File: config.mk
export PLATFORM = sky130hd
export DESIGN_NAME = ssd_mux_ctrl
export DESIGN_NICKNAME = d
export VERILOG_FILES = /design/src/rtl/ssd_mux_ctrl.sv
export SDC_FILE = /design/constraint.sdc
export NUM_CORES = 1
export LEC_CHECK = 0
export CAP_MARGIN = 30
export CORE_ASPECT_RATIO = 0.9
export CORE_MARGIN = 8
export CORE_UTILIZATION = 24
export DETAILED_ROUTE_END_ITERATION = 6
export GPL_ROUTABILITY_DRIVEN = 0
export HOLD_SLACK_MARGIN = 0.05
export PLACE_DENSITY = 0.51
export SYNTH_ARGS = -nofsm -noshare
export SYNTH_HDL_FRONTEND = slang
export SYNTH_SLANG_ARGS = --single-unit
File: constraint.sdc
create_clock -name clk -period 2.7 [get_ports clk]
set_clock_uncertainty 0.2 [all_clocks]
set_input_delay 0.54 -clock clk [delete_from_list [all_inputs] [get_ports clk]]
set_output_delay 0.54 -clock clk [all_outputs]
set_load 0.01 [all_outputs]
File: src/rtl/ssd_mux_ctrl.sv
// Scan controller for a dual seven-segment display sharing one decoder.
// Sequence: BLANK1 -> SHOW1 -> BLANK2 -> SHOW2. Digit codes are captured
// during BLANK1 and held for the whole frame, so a frame never tears.
// Optional feature: define SSD_ZERO_BLANK_EN to keep digit 2 dark while its
// code is zero (leading-zero suppression).
module ssd_mux_ctrl #(
  parameter int unsigned REFRESH_CYCLES = 48000,
  parameter int unsigned BLANK_CYCLES   = 480,
  parameter int unsigned CNT_W          =
      $clog2(((REFRESH_CYCLES > BLANK_CYCLES) ? REFRESH_CYCLES : BLANK_CYCLES) + 1)
) (
  input  logic       clk,
  input  logic       reset,
  input  logic [3:0] s_1,
  input  logic [3:0] s_2,
  output logic [3:0] s,
  output logic       anode_1,
  output logic       anode_2,
  output logic       frame_done
);

  if (REFRESH_CYCLES < 2) begin : gen_refresh_range_chk
    $error("ssd_mux_ctrl: REFRESH_CYCLES must be >= 2");
  end
  if (BLANK_CYCLES < 1) begin : gen_blank_range_chk
    $error("ssd_mux_ctrl: BLANK_CYCLES must be >= 1");
  end

  // One-hot encoding so each anode is a single inverted state flop.
  typedef enum logic [3:0] {
    StBlank1 = 4'b0001,
    StShow1  = 4'b0010,
    StBlank2 = 4'b0100,
    StShow2  = 4'b1000
  } state_e;

  localparam logic [CNT_W-1:0] RefreshLast = CNT_W'(REFRESH_CYCLES - 1);
  localparam logic [CNT_W-1:0] BlankLast   = CNT_W'(BLANK_CYCLES - 1);

  state_e           state_q, state_d;
  logic [CNT_W-1:0] cnt_q, cnt_d;
  logic [3:0]       sh1_q, sh1_d;
  logic [3:0]       sh2_q, sh2_d;
  logic [3:0]       s_q, s_d;
  logic             frame_done_q, frame_done_d;
  logic [3:0]       state_bits;

  // Next-state, phase counter, shadow capture and registered-output precompute.
  always_comb begin
    state_d = state_q;
    cnt_d   = cnt_q + CNT_W'(1);
    unique case (state_q)
      StBlank1: begin
        if (cnt_q == BlankLast) begin
          state_d = StShow1;
          cnt_d   = '0;
        end
      end
      StShow1: begin
        if (cnt_q == RefreshLast) begin
          state_d = StBlank2;
          cnt_d   = '0;
        end
      end
      StBlank2: begin
        if (cnt_q == BlankLast) begin
          state_d = StShow2;
          cnt_d   = '0;
        end
      end
      StShow2: begin
        if (cnt_q == RefreshLast) begin
          state_d = StBlank1;
          cnt_d   = '0;
        end
      end
      default: begin
        state_d = StBlank1;
        cnt_d   = '0;
      end
    endcase

    // Shadows track the inputs only while BLANK1 is active.
    sh1_d = (state_q == StBlank1) ? s_1 : sh1_q;
    sh2_d = (state_q == StBlank1) ? s_2 : sh2_q;

    // Decoder input follows the digit of the upcoming state, so it settles while blanked.
    s_d = ((state_d == StBlank1) || (state_d == StShow1)) ? sh1_d : sh2_d;

    frame_done_d = (state_d == StShow2) && (cnt_d == RefreshLast);
  end

  // FSM and output registers with synchronous active-low reset.
  always_ff @(posedge clk) begin
    if (!reset) begin
      state_q      <= StBlank1;
      cnt_q        <= '0;
      sh1_q        <= 4'h0;
      sh2_q        <= 4'h0;
      s_q          <= 4'h0;
      frame_done_q <= 1'b0;
    end else begin
      state_q      <= state_d;
      cnt_q        <= cnt_d;
      sh1_q        <= sh1_d;
      sh2_q        <= sh2_d;
      s_q          <= s_d;
      frame_done_q <= frame_done_d;
    end
  end

  // Anodes come straight from the state flops: glitch-free and mutually exclusive.
  always_comb begin
    state_bits = state_q;
    anode_1    = ~state_bits[1];
`ifdef SSD_ZERO_BLANK_EN
    anode_2    = ~state_bits[3] | (sh2_q == 4'h0);
`else
    anode_2    = ~state_bits[3];
`endif
  end

  assign s          = s_q;
  assign frame_done = frame_done_q;

endmodule

==> impl_results.html <==
<table>
<tr><th>Metric</th><th>Value</th></tr>
<tr><th colspan="2">Global route</th></tr>
<tr><td>Number of antenna violations at the first check in global routing</td><td>0</td></tr>
<tr><td>Total gr overflow</td><td>0</td></tr>
<tr><td>Global-route usage over all layers</td><td>0.0831</td></tr>
<tr><td>Largest net degree at the start of global routing</td><td>15</td></tr>
<tr><td>Via count of the first global-routing pass</td><td>1,397</td></tr>
<tr><td>Wire length of the first global-routing pass</td><td>around 6.7 mm</td></tr>
<tr><th colspan="2">Route</th></tr>
<tr><td>Detail Route Antenna Nets</td><td>0</td></tr>
<tr><td>Total routed wirelength</td><td>about 3.7 mm</td></tr>
<tr><td>Count of unresolved DRC violations after routing</td><td>0</td></tr>
<tr><td>Number of detailed-route iterations in the first pass</td><td>4</td></tr>
<tr><td>Via density</td><td>4.38</td></tr>
<tr><td>Initial drt markers</td><td>57</td></tr>
<tr><td>Vias after detailed routing</td><td>approximately 1.3k</td></tr>
<tr><td>Routed wire per std cell</td><td>~12 um</td></tr>
<tr><th colspan="2">Power and ir drop</th></tr>
<tr><td>Cell internal power dissipation</td><td>roughly 710 uW</td></tr>
<tr><td>Switching power summed over all nets</td><td>202 uW</td></tr>
<tr><td>Leak</td><td>0.753 nW</td></tr>
<tr><td>Total power per unit cell area</td><td>454 nW/um2</td></tr>
<tr><td>Worst-case vdd ir drop</td><td>about 0.24 mV</td></tr>
<tr><td>Sequential share of power</td><td>0.557</td></tr>
<tr><td>Proportion of power drawn by the clock network</td><td>0.387</td></tr>
<tr><td>Design Power</td><td>911 uW</td></tr>
<tr><td>Sw Ratio</td><td>0.222</td></tr>
<tr><td>Combinational power share</td><td>0.056</td></tr>
<tr><th colspan="2">Setup path</th></tr>
<tr><td>Startpoint of the lowest-slack register-to-register path</td><td>cnt_q[0]$_SDFF_PN0_</td></tr>
<tr><td>Critical path type</td><td>reg -&gt; reg</td></tr>
<tr><td>Last element of the critical path</td><td>frame_done$_SDFF_PN0_</td></tr>
<tr><td>Start point of the critical path</td><td>cnt_q[0]$_SDFF_PN0_</td></tr>
<tr><td>R2R setup slack</td><td>~0.28 ns</td></tr>
<tr><td>Critical path startpoint category</td><td>flop</td></tr>
<tr><td>Crit path max fanout</td><td>6</td></tr>
<tr><td>Length in cells of the worst reg-to-reg path</td><td>7</td></tr>
<tr><td>Nature of the critical path endpoint</td><td>flop</td></tr>
<tr><td>Crit Reg-Reg Endpoint</td><td>frame_done$_SDFF_PN0_</td></tr>
<tr><td>Required time at the worst-slack endpoint</td><td>2.67 ns</td></tr>
<tr><td>Crit path DAT</td><td>~2.4 ns</td></tr>
<tr><th colspan="2">Final layout</th></tr>
<tr><td>Fraction of final layout cells sized beyond drive strength 1</td><td>0.122</td></tr>
<tr><td>Area added between synthesis and finish</td><td>19.7%</td></tr>
<tr><td>Diodes inserted</td><td>0</td></tr>
<tr><td>Number of nets at the end of the flow</td><td>215</td></tr>
<tr><td>Final standard cell utilization of the core</td><td>0.291</td></tr>
<tr><th colspan="2">Synth</th></tr>
<tr><td>Yosys warnings</td><td>0</td></tr>
<tr><td>Dominant combinational cell family by area after synthesis</td><td>simple AND/OR/NAND/NOR gates</td></tr>
<tr><td>Mux share of post-synthesis cell area</td><td>0.0359</td></tr>
<tr><td>Post-synthesis xor/xnor area fraction</td><td>0.0942</td></tr>
<tr><td>Area fraction in compound gates after synthesis</td><td>0.126</td></tr>
<tr><td>Share of synthesized area occupied by flip-flops and latches</td><td>0.395</td></tr>
<tr><td>Instance count of the mapped netlist</td><td>187</td></tr>
<tr><td>Cell area after technology mapping</td><td>about 1700 um2</td></tr>
<tr><td>Count of state elements after synthesis</td><td>33</td></tr>
<tr><td>Biggest area contributors in the synthesized netlist</td><td>dfxtp_1, xor2_1, nand2_1, nor2_1, a21boi_0</td></tr>
<tr><td>Mapped Avg Cell Area</td><td>8.95 um2</td></tr>
<tr><td>Number of nets in the synthesized netlist</td><td>198</td></tr>
<tr><td>Synth top area share</td><td>0.395</td></tr>
<tr><td>Post-synth top area cell</td><td>dfxtp_1</td></tr>
<tr><td>Post-synth cell types</td><td>47</td></tr>
<tr><td>Share of synthesized cell area in and, or, nand and nor gates</td><td>0.300</td></tr>
<tr><td>Post-synthesis share of cell area spent on full adders, half adders and majority gates</td><td>0.00747</td></tr>
<tr><th colspan="2">Clock network</th></tr>
<tr><td>TritonCTS buffer count</td><td>5</td></tr>
<tr><td>TritonCTS clock tree</td><td>done</td></tr>
<tr><td>Clock transition time at the flip-flop clock pins of the worst setup and hold paths</td><td>0.07 ns</td></tr>
<tr><td>Post-CTS Resized</td><td>0</td></tr>
<tr><td>Sinks on Clock Net</td><td>33</td></tr>
<tr><td>Cell chosen for the clock root</td><td>clkbuf_8</td></tr>
<tr><td>Hold buffer count at CTS</td><td>0</td></tr>
<tr><td>Postcts setup bufs</td><td>0</td></tr>
<tr><td>Maximum clock path buffer count</td><td>2</td></tr>
<tr><td>Clock H-tree levels</td><td>2</td></tr>
<tr><td>Clk Latency, worst-skew pair</td><td>around 0.28 ns</td></tr>
<tr><th colspan="2">Floorplan</th></tr>
<tr><td>Standard-cell rows</td><td>29</td></tr>
<tr><td>Die W</td><td>roughly 100 um</td></tr>
<tr><td>Vertical extent of the die</td><td>95.2 um</td></tr>
<tr><td>Area inside the core boundary</td><td>6890 um2</td></tr>
<tr><td>Effective utilization at floorplan</td><td>0.243</td></tr>
<tr><td>I/O Pins</td><td>17</td></tr>
<tr><td>Floorplan die area</td><td>9910 um2</td></tr>
<tr><th colspan="2">Timing</th></tr>
<tr><td>Tmin final</td><td>2.42 ns</td></tr>
<tr><td>Total negative setup slack</td><td>0 ns</td></tr>
<tr><td>Final Hold Violating Endpoints</td><td>0</td></tr>
<tr><td>Final-report setup violation count</td><td>0</td></tr>
<tr><td>Max-slew violation count</td><td>0</td></tr>
<tr><td>WHS</td><td>0.257 ns</td></tr>
<tr><td>Final worst-path setup slack</td><td>0.282 ns</td></tr>
<tr><td>Setup repair after global routing missed its margin</td><td>false</td></tr>
<tr><td>Tightest slew margin relative to the limit</td><td>0.698</td></tr>
<tr><td>Measured slew at the worst slew-check pin</td><td>approximately 0.45 ns</td></tr>
<tr><td>Maximum clock frequency</td><td>around 410 MHz</td></tr>
<tr><td>Final cycle utilization of the critical path</td><td>0.896</td></tr>
<tr><th colspan="2">Flow run</th></tr>
<tr><td>Maxcap violations</td><td>0</td></tr>
<tr><th colspan="2">Placement</th></tr>
<tr><td>HPWL after DPL</td><td>2.76 mm</td></tr>
<tr><td>Port buffer count</td><td>16</td></tr>
<tr><td>Worst slack at placement</td><td>0.327 ns</td></tr>
<tr><th colspan="2">Hold path</th></tr>
<tr><td>Worst hold path class</td><td>reg -&gt; reg</td></tr>
<tr><th colspan="2">Outcome</th></tr>
<tr><td>Result of the run</td><td>finished clean</td></tr>
</table>
[critical path, stage by stage (launching register included)]
cell and delay (ns):
dfxtp_1 0.39, ha_1 0.22, and4_1 0.32, nand4_1 0.14, xor2_1 0.17, nor4_1 0.35
nand4_1 0.16, a2111oi_2 0.35
[logic make-up (layout without fill, tap and decap cells)]
logic type | Yosys count | count (layout)
compound gates | 23 | 23
flops | 33 | 33
buf+inv | 14 | 32
simple gates | 94 | 94
fa+ha+maj | 1 | 1
xor+xnor | 18 | 18
mux | 4 | 4
[sequential cells by signal, summed over array words and instances (netlist names)]
name        cells
state_bits      4
sh1_q           4
sh2_q           4
cnt_q          16
frame_done      1
s               4
[cell type report]
type	instances	area, um2
Multi-Input combinational cell	140	943
Tap cell	93	116
Clock buffer	6	72.6
Sequential cell	33	661
Timing Repair Buffer	19	183
Clock inverter	2	10.0
Fill cell	758	4890
Inverter	5	18.8
[stage by stage]
stage,cell area (um2),cells
floorplan,1670,187
global route,2000,298
finish,2000,298
detailed placement,1920,290
global placement,1920,290
CTS,2000,298
[metal layers]
layer  global-route usage  routed length, um  vias to the layer above
li1                     -                  -                      679
met1                0.106               1950                      600
met2                0.132               1570                       26
met3               0.0297                169                        0
met4               0.0193                  0                        0
met5                    0                  0                        -
[synth_stat cells (all sizes together)]
cell type,number
xor2,12
or2,1
buf,7
a221o,1
dfxtp,33
nand4,6
o311ai,1
and4,1
nand3,8
or4,1
mux2,4
a21boi,8
inv,5
nor4b,2
a211oi,1
nand2,27
a2111oi,2
clkbuf,2
nor3,4
a221oi,1
nor2,22
nor4bb,1
xnor2,6
ha,1
nor3b,2
nand3b,2
nor2b,1
o31ai,1
a31oi,1
or3,2
nor4,1
and2,5
a21oi,2
and3,8
a311o,1
o21ai,4
[power groups by stage]
stage / registers [mW] / logic, mW / clock network [mW]
2_1_floorplan: 0.518 / 0.0241 / 0
5_1_grt: 0.508 / 0.0582 / 0.391
6_report: 0.507 / 0.0514 / 0.352
3_5_place_dp: 0.518 / 0.0523 / 0
3_3_place_gp: 0.517 / 0.0518 / 0
4_1_cts: 0.507 / 0.0526 / 0.372
[how the worst min path moves through the flow]
stage,slack (ns),start,endpoint,depth (start not counted)
2_1_floorplan,0.24,cnt_q[0]$_SDFF_PN0_,cnt_q[0]$_SDFF_PN0_,1
3_3_place_gp,0.25,sh2_q[1]$_SDFF_PN0_,sh2_q[1]$_SDFF_PN0_,2
3_5_place_dp,0.25,sh2_q[1]$_SDFF_PN0_,sh2_q[1]$_SDFF_PN0_,2
4_1_cts,0.26,sh2_q[1]$_SDFF_PN0_,sh2_q[1]$_SDFF_PN0_,2
5_1_grt,0.30,sh2_q[3]$_SDFF_PN0_,sh2_q[3]$_SDFF_PN0_,2
6_report,0.26,sh2_q[1]$_SDFF_PN0_,sh2_q[1]$_SDFF_PN0_,2
[layout by cell type, fill, tap and decap left out, drive strengths merged, types with 2 or more instances in the layout]
| cell type | Yosys | layout |
|---|---|---|
| xnor2 | 6 | 6 |
| nand3 | 8 | 8 |
| and2 | 5 | 5 |
| clkinv | 0 | 2 |
| xor2 | 12 | 12 |
| nor4b | 2 | 2 |
| a2111oi | 2 | 2 |
| clkbuf | 2 | 6 |
| nor3b | 2 | 2 |
| dfxtp | 33 | 33 |
| nor3 | 4 | 4 |
| buf | 7 | 3 |
| mux2 | 4 | 4 |
| a21oi | 2 | 2 |
| nor2 | 22 | 22 |
| clkdlybuf4s50 | 0 | 16 |
| o21ai | 4 | 4 |
| nand3b | 2 | 2 |
| nand4 | 6 | 6 |
| a21boi | 8 | 8 |
| or3 | 2 | 2 |
| nand2 | 27 | 27 |
| inv | 5 | 5 |
| and3 | 8 | 8 |
(Power assumes the default switching activity.)
